### src/rtl/fpu_seq_pkg.sv
// Shared types and sizing constants for the FPU dot-product sequencer.
package fpu_seq_pkg;

  localparam int unsigned SEQ_WORD_W = 32;
  localparam int unsigned SEQ_N_OPER = 4;
  localparam int unsigned BYTES_IN   = SEQ_N_OPER * SEQ_WORD_W / 8;
  localparam int unsigned BYTES_OUT  = SEQ_WORD_W / 8;

  typedef enum logic [2:0] {
    IDLE,
    LOAD,
    ISSUE,
    WAIT,
    CAPTURE,
    SEND
  } seq_state_t;

endpackage

### src/rtl/fpu_seq_byte_serializer.sv
// SEND-stage serializer: holds one result word and streams it out LSB byte
// first over a valid/ready handshake. 'done' flags the final accepted byte.
module fpu_seq_byte_serializer
  import fpu_seq_pkg::*;
#(
  parameter int unsigned WORD_W = SEQ_WORD_W
) (
  input  logic              clk,
  input  logic              write_data_reset,
  input  logic              load,
  input  logic [WORD_W-1:0] data,
  output logic              out_valid,
  output logic [7:0]        out_byte,
  input  logic              out_ready,
  output logic              done
);

  localparam int unsigned NB    = WORD_W / 8;
  localparam int unsigned IDX_W = (NB > 1) ? $clog2(NB) : 1;
  localparam logic [IDX_W-1:0] LAST_IDX = IDX_W'(NB - 1);

  logic [WORD_W-1:0] word_q;
  logic [IDX_W-1:0]  idx_q;
  logic              active_q;

  // Capture the word on load, then step the byte index on each accepted byte.
  always_ff @(posedge clk or posedge write_data_reset) begin
    if (write_data_reset) begin
      word_q   <= '0;
      idx_q    <= '0;
      active_q <= 1'b0;
    end else if (load) begin
      word_q   <= data;
      idx_q    <= '0;
      active_q <= 1'b1;
    end else if (active_q && out_ready) begin
      idx_q <= idx_q + IDX_W'(1);
      if (idx_q == LAST_IDX) begin
        active_q <= 1'b0;
      end
    end
  end

  assign out_valid = active_q;
  assign out_byte  = word_q[{idx_q, 3'b000} +: 8];
  assign done      = active_q && out_ready && (idx_q == LAST_IDX);

endmodule

### src/rtl/fpu_dot_sequencer.sv
// Job-based controller for one dot-product (I1*I2 + I3*I4) on the shared FPU:
// collects 16 operand bytes, launches the FPU, waits its fixed latency,
// captures the result and streams it back as 4 bytes.
// Optional build macro: FPU_DOT_SEQ_WATCHDOG_EN (abort stalled partial loads).
module fpu_dot_sequencer
  import fpu_seq_pkg::*;
#(
  parameter int unsigned WORD_W      = SEQ_WORD_W,
  parameter int unsigned N_OPER      = SEQ_N_OPER,
  parameter int unsigned FPU_LATENCY = 3,
  parameter int unsigned TIMEOUT_CYC = 255
) (
  input  logic                       clk,
  input  logic                       write_data_reset,
  input  logic                       in_valid,
  input  logic [7:0]                 in_byte,
  output logic                       in_ready,
  output logic [N_OPER*WORD_W-1:0]   fpu_operands,
  output logic                       fpu_launch,
  input  logic [WORD_W-1:0]          fpu_result,
  output logic                       out_valid,
  output logic [7:0]                 out_byte,
  input  logic                       out_ready,
  output logic                       busy,
  output logic                       err_timeout
);

  localparam int unsigned LAT_W = (FPU_LATENCY > 1) ? $clog2(FPU_LATENCY) : 1;

  // Byte counter and operand indexing are sized for a 16-byte / 4-byte job.
  if (N_OPER * WORD_W / 8 != BYTES_IN) begin : g_bad_in_size
    $error("fpu_dot_sequencer: operand width must be %0d bytes", BYTES_IN);
  end
  if (WORD_W / 8 != BYTES_OUT) begin : g_bad_out_size
    $error("fpu_dot_sequencer: result width must be %0d bytes", BYTES_OUT);
  end
  if (FPU_LATENCY < 1) begin : g_bad_latency
    $error("fpu_dot_sequencer: FPU_LATENCY must be at least 1");
  end
  if (TIMEOUT_CYC < 1) begin : g_bad_timeout
    $error("fpu_dot_sequencer: TIMEOUT_CYC must be at least 1");
  end

  seq_state_t       state;
  logic [3:0]       byte_cnt;
  logic [LAT_W-1:0] lat_cnt;
  logic [6:0]       wr_lsb;
  logic             in_accept;
  logic             wd_expire;
  logic             ser_load;
  logic             ser_done;

  assign in_ready   = (state == IDLE) || (state == LOAD);
  assign in_accept  = in_valid && in_ready;
  assign busy       = (state != IDLE);
  assign fpu_launch = (state == ISSUE);
  assign ser_load   = (state == CAPTURE);

  // Byte k lands at bit 127-8k down, i.e. LSB offset 8*(15-k); for a 4-bit
  // counter 15-k is simply ~k.
  assign wr_lsb = {~byte_cnt, 3'b000};

`ifdef FPU_DOT_SEQ_WATCHDOG_EN
  localparam int unsigned WD_W = $clog2(TIMEOUT_CYC + 1);

  logic [WD_W-1:0] wd_cnt;
  logic            err_q;

  assign wd_expire = (state == LOAD) && !in_accept &&
                     (wd_cnt == WD_W'(TIMEOUT_CYC - 1));

  // Idle-input cycle counter for LOAD; restarts on every accepted byte.
  always_ff @(posedge clk or posedge write_data_reset) begin
    if (write_data_reset) begin
      wd_cnt <= '0;
      err_q  <= 1'b0;
    end else begin
      err_q <= wd_expire;
      if ((state != LOAD) || in_accept || wd_expire) begin
        wd_cnt <= '0;
      end else begin
        wd_cnt <= wd_cnt + WD_W'(1);
      end
    end
  end

  assign err_timeout = err_q;
`else
  assign wd_expire   = 1'b0;
  assign err_timeout = 1'b0;
`endif

  // Job controller: operand collection, launch, latency wait, capture, send.
  always_ff @(posedge clk or posedge write_data_reset) begin
    if (write_data_reset) begin
      state        <= IDLE;
      byte_cnt     <= '0;
      lat_cnt      <= '0;
      fpu_operands <= '0;
    end else begin
      case (state)
        IDLE: begin
          if (in_accept) begin
            fpu_operands[wr_lsb +: 8] <= in_byte;
            byte_cnt                  <= byte_cnt + 4'd1;
            state                     <= LOAD;
          end
        end
        LOAD: begin
          if (in_accept) begin
            fpu_operands[wr_lsb +: 8] <= in_byte;
            byte_cnt                  <= byte_cnt + 4'd1;
            if (byte_cnt == 4'hF) begin
              state <= ISSUE;
            end
          end else if (wd_expire) begin
            fpu_operands <= '0;
            byte_cnt     <= '0;
            state        <= IDLE;
          end
        end
        ISSUE: begin
          lat_cnt <= LAT_W'(FPU_LATENCY - 1);
          // Leaving WAIT as the count reaches zero makes CAPTURE fall exactly
          // FPU_LATENCY cycles after launch; a latency of 1 needs no WAIT.
          state   <= (FPU_LATENCY > 1) ? WAIT : CAPTURE;
        end
        WAIT: begin
          lat_cnt <= lat_cnt - LAT_W'(1);
          if (lat_cnt == LAT_W'(1)) begin
            state <= CAPTURE;
          end
        end
        CAPTURE: begin
          state <= SEND;
        end
        SEND: begin
          if (ser_done) begin
            state <= IDLE;
          end
        end
        default: begin
          state <= IDLE;
        end
      endcase
    end
  end

  fpu_seq_byte_serializer #(
    .WORD_W (WORD_W)
  ) u_serializer (
    .clk              (clk),
    .write_data_reset (write_data_reset),
    .load             (ser_load),
    .data             (fpu_result),
    .out_valid        (out_valid),
    .out_byte         (out_byte),
    .out_ready        (out_ready),
    .done             (ser_done)
  );

endmodule

### config.mk
export PLATFORM = sky130hd
export DESIGN_NAME = fpu_dot_sequencer
export DESIGN_NICKNAME = d
export VERILOG_FILES = /design/src/rtl/fpu_seq_pkg.sv /design/src/rtl/fpu_seq_byte_serializer.sv /design/src/rtl/fpu_dot_sequencer.sv
export SDC_FILE = /design/constraint.sdc
export NUM_CORES = 1
export LEC_CHECK = 0
export CORE_MARGIN = 10
export CORE_UTILIZATION = 45
export CTS_CLUSTER_DIAMETER = 60
export DETAILED_ROUTE_END_ITERATION = 12
export HOLD_SLACK_MARGIN = 0.1
export PLACE_DENSITY = 0.77
export SYNTH_ARGS = -nofsm -noshare
export SYNTH_HDL_FRONTEND = slang
export SYNTH_SLANG_ARGS = --single-unit
### constraint.sdc
create_clock -name clk -period 5.6 [get_ports clk]
set_input_delay 1.12 -clock clk [delete_from_list [all_inputs] [get_ports clk]]
set_output_delay 1.12 -clock clk [all_outputs]
set_load 0.1 [all_outputs]
# --- After elaboration in Yosys (flattened, before gate mapping) ---
# Cells that the tools add are included.
word_totals:
  inputBits: 44
  out_inout_bits: 141
  ff_bits: 172
op_classes:
  n_addsub: 4
  n_eq_ne: 13
  shift: 3
  n_bitwise: 1
  n_reduce_logical: 13
  muxes: 13
op_table:
  columns: ["cell", "count"]
  rows:
  - ["$bwmux W128", 1]
  - ["$shift A8 B9 Y128 const A", 1]
  - ["$shiftx A8 B9 Y128", 1]
  - ["$shiftx A32 B6 Y8", 1]
  - ["$pmux W3 S6", 1]
  - ["$mux W3", 5]
  - ["$neg A7 Y9", 1]
  - ["$ne A2 B2 Y1 const B", 4]
  - ["$eq A3 B2 Y1 const B", 2]
  - ["$eq A3 B3 Y1 const B", 2]
  - ["$reduce_bool A2 Y1", 3]
  - ["$reduce_and A5 Y1", 1]
  - ["$add A4 B1 Y4 const B", 1]
  - ["$eq A4 B4 Y1 const B", 1]
  - ["$mux W2", 2]
  - ["$not A4 Y4", 1]
  - ["$pmux W2 S2", 1]
  - ["$reduce_and A2 Y1", 2]
  - ["$eq A3 B1 Y1 const B", 1]
  - ["$logic_and A1 B1 Y1", 3]
  - ["$logic_not A3 Y1", 1]
  - ["$mux W1", 3]
  - ["$reduce_bool A3 Y1", 1]
  - ["$add A2 B1 Y2 const B", 1]
  - ["other kinds (6)", 6]

# --- Logic depth before layout (Yosys ltp) ---
# Gate-level depths: netlist of run 1.
logic_depth:
  word_depth: 5
  mapped_depth: 8

# --- Modules after synthesis ---
# From an unflattened synthesis of run 1, not the netlist that was laid out.
unflattened:
  hier_cells: 487
  area_unflattened_um2: 7390.8
by_module_without_submodules:
  columns: ["mod", "area_each_um2", "instances", "seq_area_each_um2", "cells_per_inst"]
  rows:
  - ["fpu_dot_sequencer", 5840.6, 1, 3428.3, 395]
  - ["fpu_seq_byte_serializer", 1550.2, 1, 875.8, 92]

# --- Worst setup path before layout of run 1 ---
# No wires, ideal clock.
synth_timing:
  kind: "register -> output"
  from: "reg state[2]"
  to: "out fpu_launch"
  arrival_time_ns: 1.969
  path_slack_ns: 2.511
  required_ns: 4.480
  stages_incl_launch_ff: 4
  cell_sequence: "dfrtp_1 > buf_2 > nand2b_1 > nor2_1"
synth_via:
  elab_chain_len: 1
synth_lines:
  columns: ["item", "line_no", "rtl"]
  rows:
  - ["start, declared", "fpu_dot_sequencer.sv:44", "seq_state_t state;"]
  - ["start signal, assigned", "fpu_dot_sequencer.sv:126", "state <= (FPU_LATENCY > 1) ? WAIT : CAPTURE;"]
  - ["$eq A3 B2 Y1", "fpu_dot_sequencer.sv:56", "assign fpu_launch = (state == ISSUE);"]
  - ["end, declared", "fpu_dot_sequencer.sv:19", "output logic fpu_launch,"]
# Every way passes these cells.

# --- Worst setup path in the final report of run 1 ---
layout_timing:
  from: "reg u_serializer.idx_q[0]"
  to: "out out_byte[5]"
layout_via:
  elab_chain_len: 1
layout_lines:
  columns: ["item", "line_no", "rtl"]
  rows:
  - ["start, declared", "fpu_seq_byte_serializer.sv:23", "logic [IDX_W-1:0] idx_q;"]
  - ["start signal, assigned", "fpu_seq_byte_serializer.sv:37", "idx_q <= idx_q + IDX_W'(1);"]
  - ["$shiftx A32 B6 Y8", "fpu_seq_byte_serializer.sv:45", "assign out_byte = word_q[{idx_q, 3'b000} +: 8];"]
  - ["end, declared", "fpu_dot_sequencer.sv:22", "output logic [7:0] out_byte,"]
# Every way passes these cells.

==> results of run 1 <==
[cells in the mapped netlist, types with 2 or more instances]
| library cell | instances |
|---|---|
| and2_1 | 19 |
| nor3b_4 | 4 |
| nor3_1 | 2 |
| xor2_1 | 2 |
| clkbuf_1 | 11 |
| mux2_2 | 144 |
| nand2_1 | 27 |
| xnor2_1 | 3 |
| buf_2 | 8 |
| nand3_2 | 3 |
| nand3_1 | 3 |
| nor2_1 | 8 |
| a21oi_1 | 4 |
| nor3_4 | 4 |
| inv_1 | 12 |
| buf_1 | 2 |
| ha_1 | 5 |
| buf_4 | 5 |
| o21ai_0 | 13 |
| nand2b_1 | 5 |
| mux4_2 | 8 |
| nor2b_1 | 9 |
| o31ai_1 | 8 |
| and3_1 | 2 |
| mux2i_1 | 8 |
| dfrtp_1 | 172 |
[state kept, by name, indices dropped and copies added (netlist names)]
name / count
state: 3
lat_cnt: 2
u_serializer.word_q: 32
fpu_operands: 128
u_serializer.out_valid: 1
u_serializer.idx_q: 2
byte_cnt: 4
[final cells by class]
cell class                      count  area (um^2)
Timing Repair Buffer              186         1870
Fill cell                        1218         6070
Clock inverter                     11         87.6
Inverter                           12         48.8
Multi-Input combinational cell    302         2890
Tap cell                          216          270
Clock buffer                       21          460
Sequential cell                   172         4300
[worst max-delay path, cell delays in order (launching register included)]
cell	delay, ns
dfrtp_1	0.74
mux4_2	0.60
clkdlybuf4s50_1	1.00
[stage by stage]
stage | utilization, % | instance area, um^2
2_1_floorplan | - | 7380
3_3_place_gp | 58.6 | 9380
3_5_place_dp | 58.6 | 9380
4_1_cts | 62.1 | 9930
5_1_grt | 62.1 | 9930
6_report | 62.1 | 9930
[per-layer routing]
layer	global-route usage (%)	up-vias	wire (um)
li1	-	2160	-
met1	20.5	2462	7880
met2	28.6	149	9160
met3	5.80	28	1220
met4	6.84	0	444
met5	0	-	0
[logic make-up (layout without fill, tap and decap cells)]
family | Yosys count | after routing
and+or+nand+nor | 97 | 97
muxes | 160 | 160
DFF | 172 | 172
other | 1 | 1
AOI/OAI and AO/OA | 32 | 32
xor gates and xnor gates | 7 | 7
buffers and inverters | 39 | 230
adders and majority gates | 5 | 5
[worst min path at each step]
stage / from / end / slack [ns] / cells after the start
after floorplan: lat_cnt[0] / lat_cnt[0] / 0.47 / 2
after global placement: u_serializer.word_q[14] / u_serializer.word_q[14] / 0.49 / 1
after detailed placement: fpu_operands[69] / fpu_operands[69] / 0.49 / 1
after CTS: u_serializer.word_q[25] / u_serializer.word_q[25] / 0.51 / 1
after global routing: fpu_operands[78] / fpu_operands[78] / 0.52 / 1
final: u_serializer.word_q[14] / u_serializer.word_q[14] / 0.50 / 1
[cells in the final DEF (no fill, tap or decap), types with 5 or more instances in the layout]
cell	synthesis	layout
clkdlybuf4s50_1	0	183
dfrtp_1	172	172
mux2_2	144	144
nand2_1	27	27
and2_1	19	19
clkbuf_16	0	17
o21ai_0	13	13
inv_1	12	11
nor2b_1	9	9
o31ai_1	8	8
mux4_2	8	8
mux2i_1	8	8
nor2_1	8	7
nand2b_1	5	5
clkinvlp_4	0	5
ha_1	5	5
==> results.rst, run 1 <==
.. list-table::
   :header-rows: 1

   * - Metric
     - Value
   * - Root buffer cell
     - clkbuf_16
   * - Worst setup EP type
     - output pin
   * - Quantity of gates resized following cts
     - 0
   * - Final net count
     - 740
   * - Total of endpoints with negative setup slack in the final report
     - 0
   * - First-iteration detailed-routing DRC count
     - roughly 320
   * - Final worst setup slack
     - approximately 1.7 ns
   * - Routed Antenna Nets
     - 0
   * - Cell row count
     - 46
   * - Average vias per placed instance
     - about 5.2
   * - Complex-gate fraction of the synthesized area
     - under 10%
   * - DRC violations left
     - 0
   * - Req. time, crit path
     - around 4.5 ns
   * - Max-cap viol count
     - 0
   * - Router iterations before antenna repair
     - 5
   * - Number of enable flip-flop cells after synthesis
     - 0
   * - Reg2reg path depth
     - 6
   * - Mapped Nets
     - ~560
   * - Initial antenna violation count
     - 0
   * - Slew Limit Fails
     - 0
   * - CTS HTree Levels
     - 4
   * - Clock tree sinks
     - between 150 and 200
   * - Final cell count without fillers
     - 920
   * - Per-cell routed wire length
     - 20.3 um
   * - Pre-CTS setup slack
     - slightly below 2 ns
   * - Kind of path behind the tightest hold check
     - flop to flop
   * - Relative slew margins
     - between 20% and 30%
   * - Via count of the first global-routing pass
     - between 5,000 and 6,000
   * - XOR/XNOR Fraction of Synth Area
     - under 10%
   * - Number of setup buffers added after CTS
     - 0
   * - Final wirelength
     - ~19,000 um
   * - Combined global-route utilization of all metal layers
     - between 15 and 20%
   * - Final HPWL from detailed placement
     - roughly 14,000 um
   * - Starting utilization of the core area
     - a little under half
   * - Quantity of hold-fixing buffers added after cts
     - 0
   * - Endpoint of the worst-slack reg-to-reg timing path
     - fpu_operands[26]
   * - Area added between synthesis and finish
     - 34.6%
   * - Worst Clk Skew
     - between 0.006 and 0.007 ns
   * - Count of input and output buffers
     - ~180
   * - Number of antenna cells inserted
     - 0
   * - Number of hold-slack violations in the final timing report
     - 0
   * - Fmax
     - between 200 and 300 MHz
   * - Area of the core
     - 0.0160 mm^2
   * - Post-synthesis instance area
     - ~0.0074 mm^2
   * - Post-synthesis cell count
     - slightly above 500
   * - Portion of the clock cycle consumed by the worst path in the final layout
     - a little over two thirds
   * - Share of the yosys chip area belonging to registers
     - between 50% and 60%
   * - Count of state elements after synthesis
     - 172
   * - Peak fanout along the critical path
     - 10
   * - Status
     - finished, final reports clean
   * - Count of placed standard cells including taps
     - around 900
   * - Total CTS buffers
     - 17
   * - Pin count of the biggest net entering global routing
     - between 150 and 200
   * - Longest Clk Path Bufs
     - 2
   * - Dominant combinational cell family by area after synthesis
     - multiplexers
   * - Setup crit start kind
     - flop
   * - FF-to-FF setup slack
     - between 2 and 3 ns
   * - Reg clk slew, reported paths
     - 0.06 ns
   * - Synth Area in Adders
     - less than 1%
   * - Post-synthesis area per instance
     - about 14 um^2
   * - Die span in y
     - about 150 um
   * - CP arrival
     - 2.77 ns
   * - Post-synth top area cell
     - dfrtp_1
   * - Share of final-layout standard cells stronger than drive strength 1
     - 29.3%
   * - First-pass GRT wire length
     - around 30,000 um
   * - Post-synthesis async set-or-reset flop share
     - 100%
   * - Area share of the largest cell type after synthesis
     - between 50% and 60%
   * - Critical path class
     - flop to output pin
   * - Routed vias
     - around 4,800
   * - Total Die Area
     - ~0.022 mm^2
   * - Reg-to-reg startpoint
     - byte_cnt[0]
   * - Accumulated negative setup slack
     - 0 ns
   * - Shortest period the worst path allows
     - a little under 4 ns
   * - Worst Hold Slack
     - 0.504 ns
   * - Mux share of post-synthesis cell area
     - between 20 and 30%
   * - Basic-gate share of the synthesized area counting and, or, nand and nor cells
     - 8.99%
   * - Clock latency of the later-clocked register in the worst-skew pair
     - around 0.42 ns
   * - Area contributors post-synth
     - dfrtp_1 (58%), mux2_2 (22%), mux4_2 (2.4%), and2_1 (1.6%), nand2_1 (1.4%)
   * - Number of top-level pins
     - roughly 190
   * - Netlist cell types
     - 48
   * - Overflow left after global routing
     - 0
   * - Most used flip-flop cell after synthesis
     - dfrtp_1
   * - Setup repair after global routing missed its margin
     - no
   * - Worst setup path startpoint
     - u_serializer.idx_q[0]
   * - Last weighted congestion value of the routability-driven placer
     - 0.803
   * - DIE WIDTH
     - 148 um
   * - Critical Path Sink
     - out_byte[5]
   * - TritonCTS clock tree
     - done
   * - Warnings, synthesis
     - 0
   * - Tightest Pin Transition
     - 1.13 ns
Power of run 1 is not shown: default switching activity piles up to over one toggle a cycle in this logic, so the estimate is an artifact.
==> run 2: changes to the inputs <==
clock period = 3.4 ns   (was 5.6 ns; I/O delays follow)
==> run 2 against run 1 <==
- hold slack about the same
- count of clock-buffer cells in the layout increased by 3
- critical endpoint is now out_byte[6]
- sequential share of layout area increased by 1.3 points
- clock skew increased by 0.0045 ns
- final cell count increased by 0.43%
- via count decreased by 0.19%
- die area unchanged
- routed wire length decreased by 0.20%
- critical path depth unchanged
- sequential cell count unchanged
- first-iteration DRC count decreased by 30%
- global-route usage about the same
==> results.rst, run 2 (synthesis gave the netlist of run 1 again) <==
.. list-table::
   :header-rows: 1

   * - Metric
     - Value
   * - Tightest Pin Transition
     - 0.977 ns (was 1.13 ns)
   * - Routed Antenna Nets
     - 0 (unchanged)
   * - DRC violations left
     - 0 (unchanged)
   * - Clock tree sinks
     - 172 (unchanged)
   * - Largest register FFs
     - 128 (unchanged)
   * - Number of hold-slack violations in the final timing report
     - 0 (unchanged)
   * - Hold-critical path endpoint
     - u_serializer.word_q[4] (was u_serializer.word_q[14])
   * - First-pass GRT wire length
     - 29,900 um (was 30,000 um)
   * - Reg2reg path depth
     - 6 (unchanged)
   * - Most frequent cells in the layout
     - dfrtp_1 (172), mux2_2 (144), buf_4 (137), clkdlybuf4s50_1 (52), nand2_1 (27) (was clkdlybuf4s50_1 (183), dfrtp_1 (172), mux2_2 (144), nand2_1 (27), and2_1 (19))
   * - Die span in y
     - 148 um (unchanged)
   * - Accumulated negative setup slack
     - 0 ns (unchanged)
   * - Quantity of gates resized following cts
     - 0 (unchanged)
   * - DIE WIDTH
     - 148 um (unchanged)
   * - Number of cells on the worst hold path
     - 1 (unchanged)
   * - Filler cell count in the final layout
     - 1,286 (was 1,218)
   * - Worst Hold Slack
     - 0.503 ns (was 0.504 ns)
   * - Combined area of the multi-input logic cells
     - 0.00289 mm^2 (unchanged)
   * - Area used by sequential logic in the layout
     - 0.00430 mm^2 (unchanged)
   * - Req. time, crit path
     - 2.72 ns (was 4.48 ns)
   * - Most common cell after layout, fill and taps aside
     - dfrtp_1 (was clkdlybuf4s50_1)
   * - Area added between synthesis and finish
     - 30.8% (was 34.6%)
   * - CP arrival
     - 2.02 ns (was 2.77 ns)
   * - Via count of the first global-routing pass
     - 5,387 (was 5,319)
   * - Final wirelength
     - 18,700 um (about the same)
   * - Largest register by flop count
     - fpu_operands (unchanged)
   * - Number of setup buffers added after CTS
     - 0 (unchanged)
   * - First-iteration detailed-routing DRC count
     - 220 (was 315)
   * - Total Die Area
     - 0.0219 mm^2 (unchanged)
   * - Critical hold path startpoint
     - u_serializer.word_q[4] (was u_serializer.word_q[14])
   * - Count of input and output buffers
     - 183 (unchanged)
   * - Slew Limit Fails
     - 0 (unchanged)
   * - Area of the core
     - 0.0160 mm^2 (unchanged)
   * - Number of top-level pins
     - 185 (unchanged)
   * - TritonCTS clock tree
     - done (unchanged)
   * - Clock latency of the later-clocked register in the worst-skew pair
     - 0.42 ns (about the same)
   * - Combined global-route utilization of all metal layers
     - 17.3% (was 17.4%)
   * - Quantity of hold-fixing buffers added after cts
     - 0 (unchanged)
   * - Kind of path behind the tightest hold check
     - flop to flop (unchanged)
   * - Max-cap viol count
     - 0 (unchanged)
   * - Router iterations before antenna repair
     - 4 (was 5)
   * - Initial antenna violation count
     - 0 (unchanged)
   * - Portion of the clock cycle consumed by the worst path in the final layout
     - 79.4%
   * - Fmax
     - 370 MHz
   * - Worst Clk Skew
     - 0.0107 ns (was 0.00628 ns)
   * - Worst setup path startpoint
     - u_serializer.idx_q[0] (unchanged)
   * - Cell row count
     - 46 (unchanged)
   * - CTS HTree Levels
     - 4 (unchanged)
   * - FF-to-FF setup slack
     - 0.78 ns (was 2.98 ns)
   * - Number of antenna cells inserted
     - 0 (unchanged)
   * - Last weighted congestion value of the routability-driven placer
     - 0.824 (was 0.803)
   * - Worst setup EP type
     - output pin (unchanged)
   * - Final HPWL from detailed placement
     - 13,800 um (was 13,500 um)
   * - Setup crit start kind
     - flop (unchanged)
   * - Reg-to-reg startpoint
     - byte_cnt[0] (unchanged)
   * - Longest Clk Path Bufs
     - 2 (unchanged)
   * - Shortest period the worst path allows
     - about 2.7 ns
   * - Status
     - finished, final reports clean (unchanged)
   * - Total of endpoints with negative setup slack in the final report
     - 0 (unchanged)
   * - Root buffer cell
     - clkbuf_16 (unchanged)
   * - Critical path class
     - flop to output pin (unchanged)
   * - Routed vias
     - 4,790 (was 4,799)
   * - Starting utilization of the core area
     - 46.1% (unchanged)
   * - Setup repair after global routing missed its margin
     - no (unchanged)
   * - Per-cell routed wire length
     - 20.2 um (was 20.3 um)
   * - Endpoint of the worst-slack reg-to-reg timing path
     - fpu_operands[29] (was fpu_operands[26])
   * - Final net count
     - 744 (was 740)
   * - Peak fanout along the critical path
     - 10 (unchanged)
   * - Total CTS buffers
     - 17 (unchanged)
   * - Largest registers
     - fpu_operands (128), u_serializer.word_q (32), byte_cnt (4) (unchanged)
   * - Average vias per placed instance
     - 5.18 (was 5.22)
   * - Reg clk slew, reported paths
     - 0.06 ns (about the same)
   * - Relative slew margins
     - 34.7% (was 24.9%)
   * - Overflow left after global routing
     - 0 (unchanged)
   * - Pin count of the biggest net entering global routing
     - 115 (was 173)
   * - Share of final-layout standard cells stronger than drive strength 1
     - 47.9% (was 29.3%)
## run 2: cell types whose count changed in the layout (fill, tap and decap cells not counted), sizes merged
cell,delta
clkinvlp,-3
buf,+135
clkinv,+1
clkdlybuf4s50,-131
inv,-2
bufinv,+1
clkbuf,+3
## run 2: how the worst max path moves through the flow
stage,end,slack (ns)
final,out_byte[6],0.70
after global routing,out_byte[6],0.58
after CTS,out_byte[6],0.64
after detailed placement,fpu_operands[5],0.56
after global placement,fpu_operands[5],0.61
after floorplan,byte_cnt[0],0.52
## run 2: critical path, stage by stage (launching register included)
cell and delay, ns:
dfrtp_1 0.75, mux4_2 0.60, buf_4 0.25
## run 2: final cells by class
cell class                 instances  area share [%]
multi-input combinational        302            30.0
tap                              216            2.80
clock buffer                      24            4.99
timing repair buffer             190            16.3
inverter                          12           0.506
sequential                       172            44.6
clock inverter                     8           0.881
## run 2: metrics by stage
step | setup slack, ns | cell area (um^2) | utilization [%] | cells
after detailed placement | 0.562 | 9090 | 56.8 | 892
after global routing | 0.577 | 9650 | 60.3 | 924
after floorplan | 0.523 | 7380 | - | 513
final | 0.700 | 9650 | 60.3 | 924
after CTS | 0.636 | 9650 | 60.3 | 924
after global placement | 0.611 | 9090 | 56.8 | 892
## run 2: routing by layer
metal	wire, um	share of wire [%]	global-route usage, %
met1	8180	44	22.0
met2	9040	48	27.4
met3	1130	6.1	5.25
met4	324	1.7	6.44
met5	0	0	0
Power of run 2 is left out for the same reason.
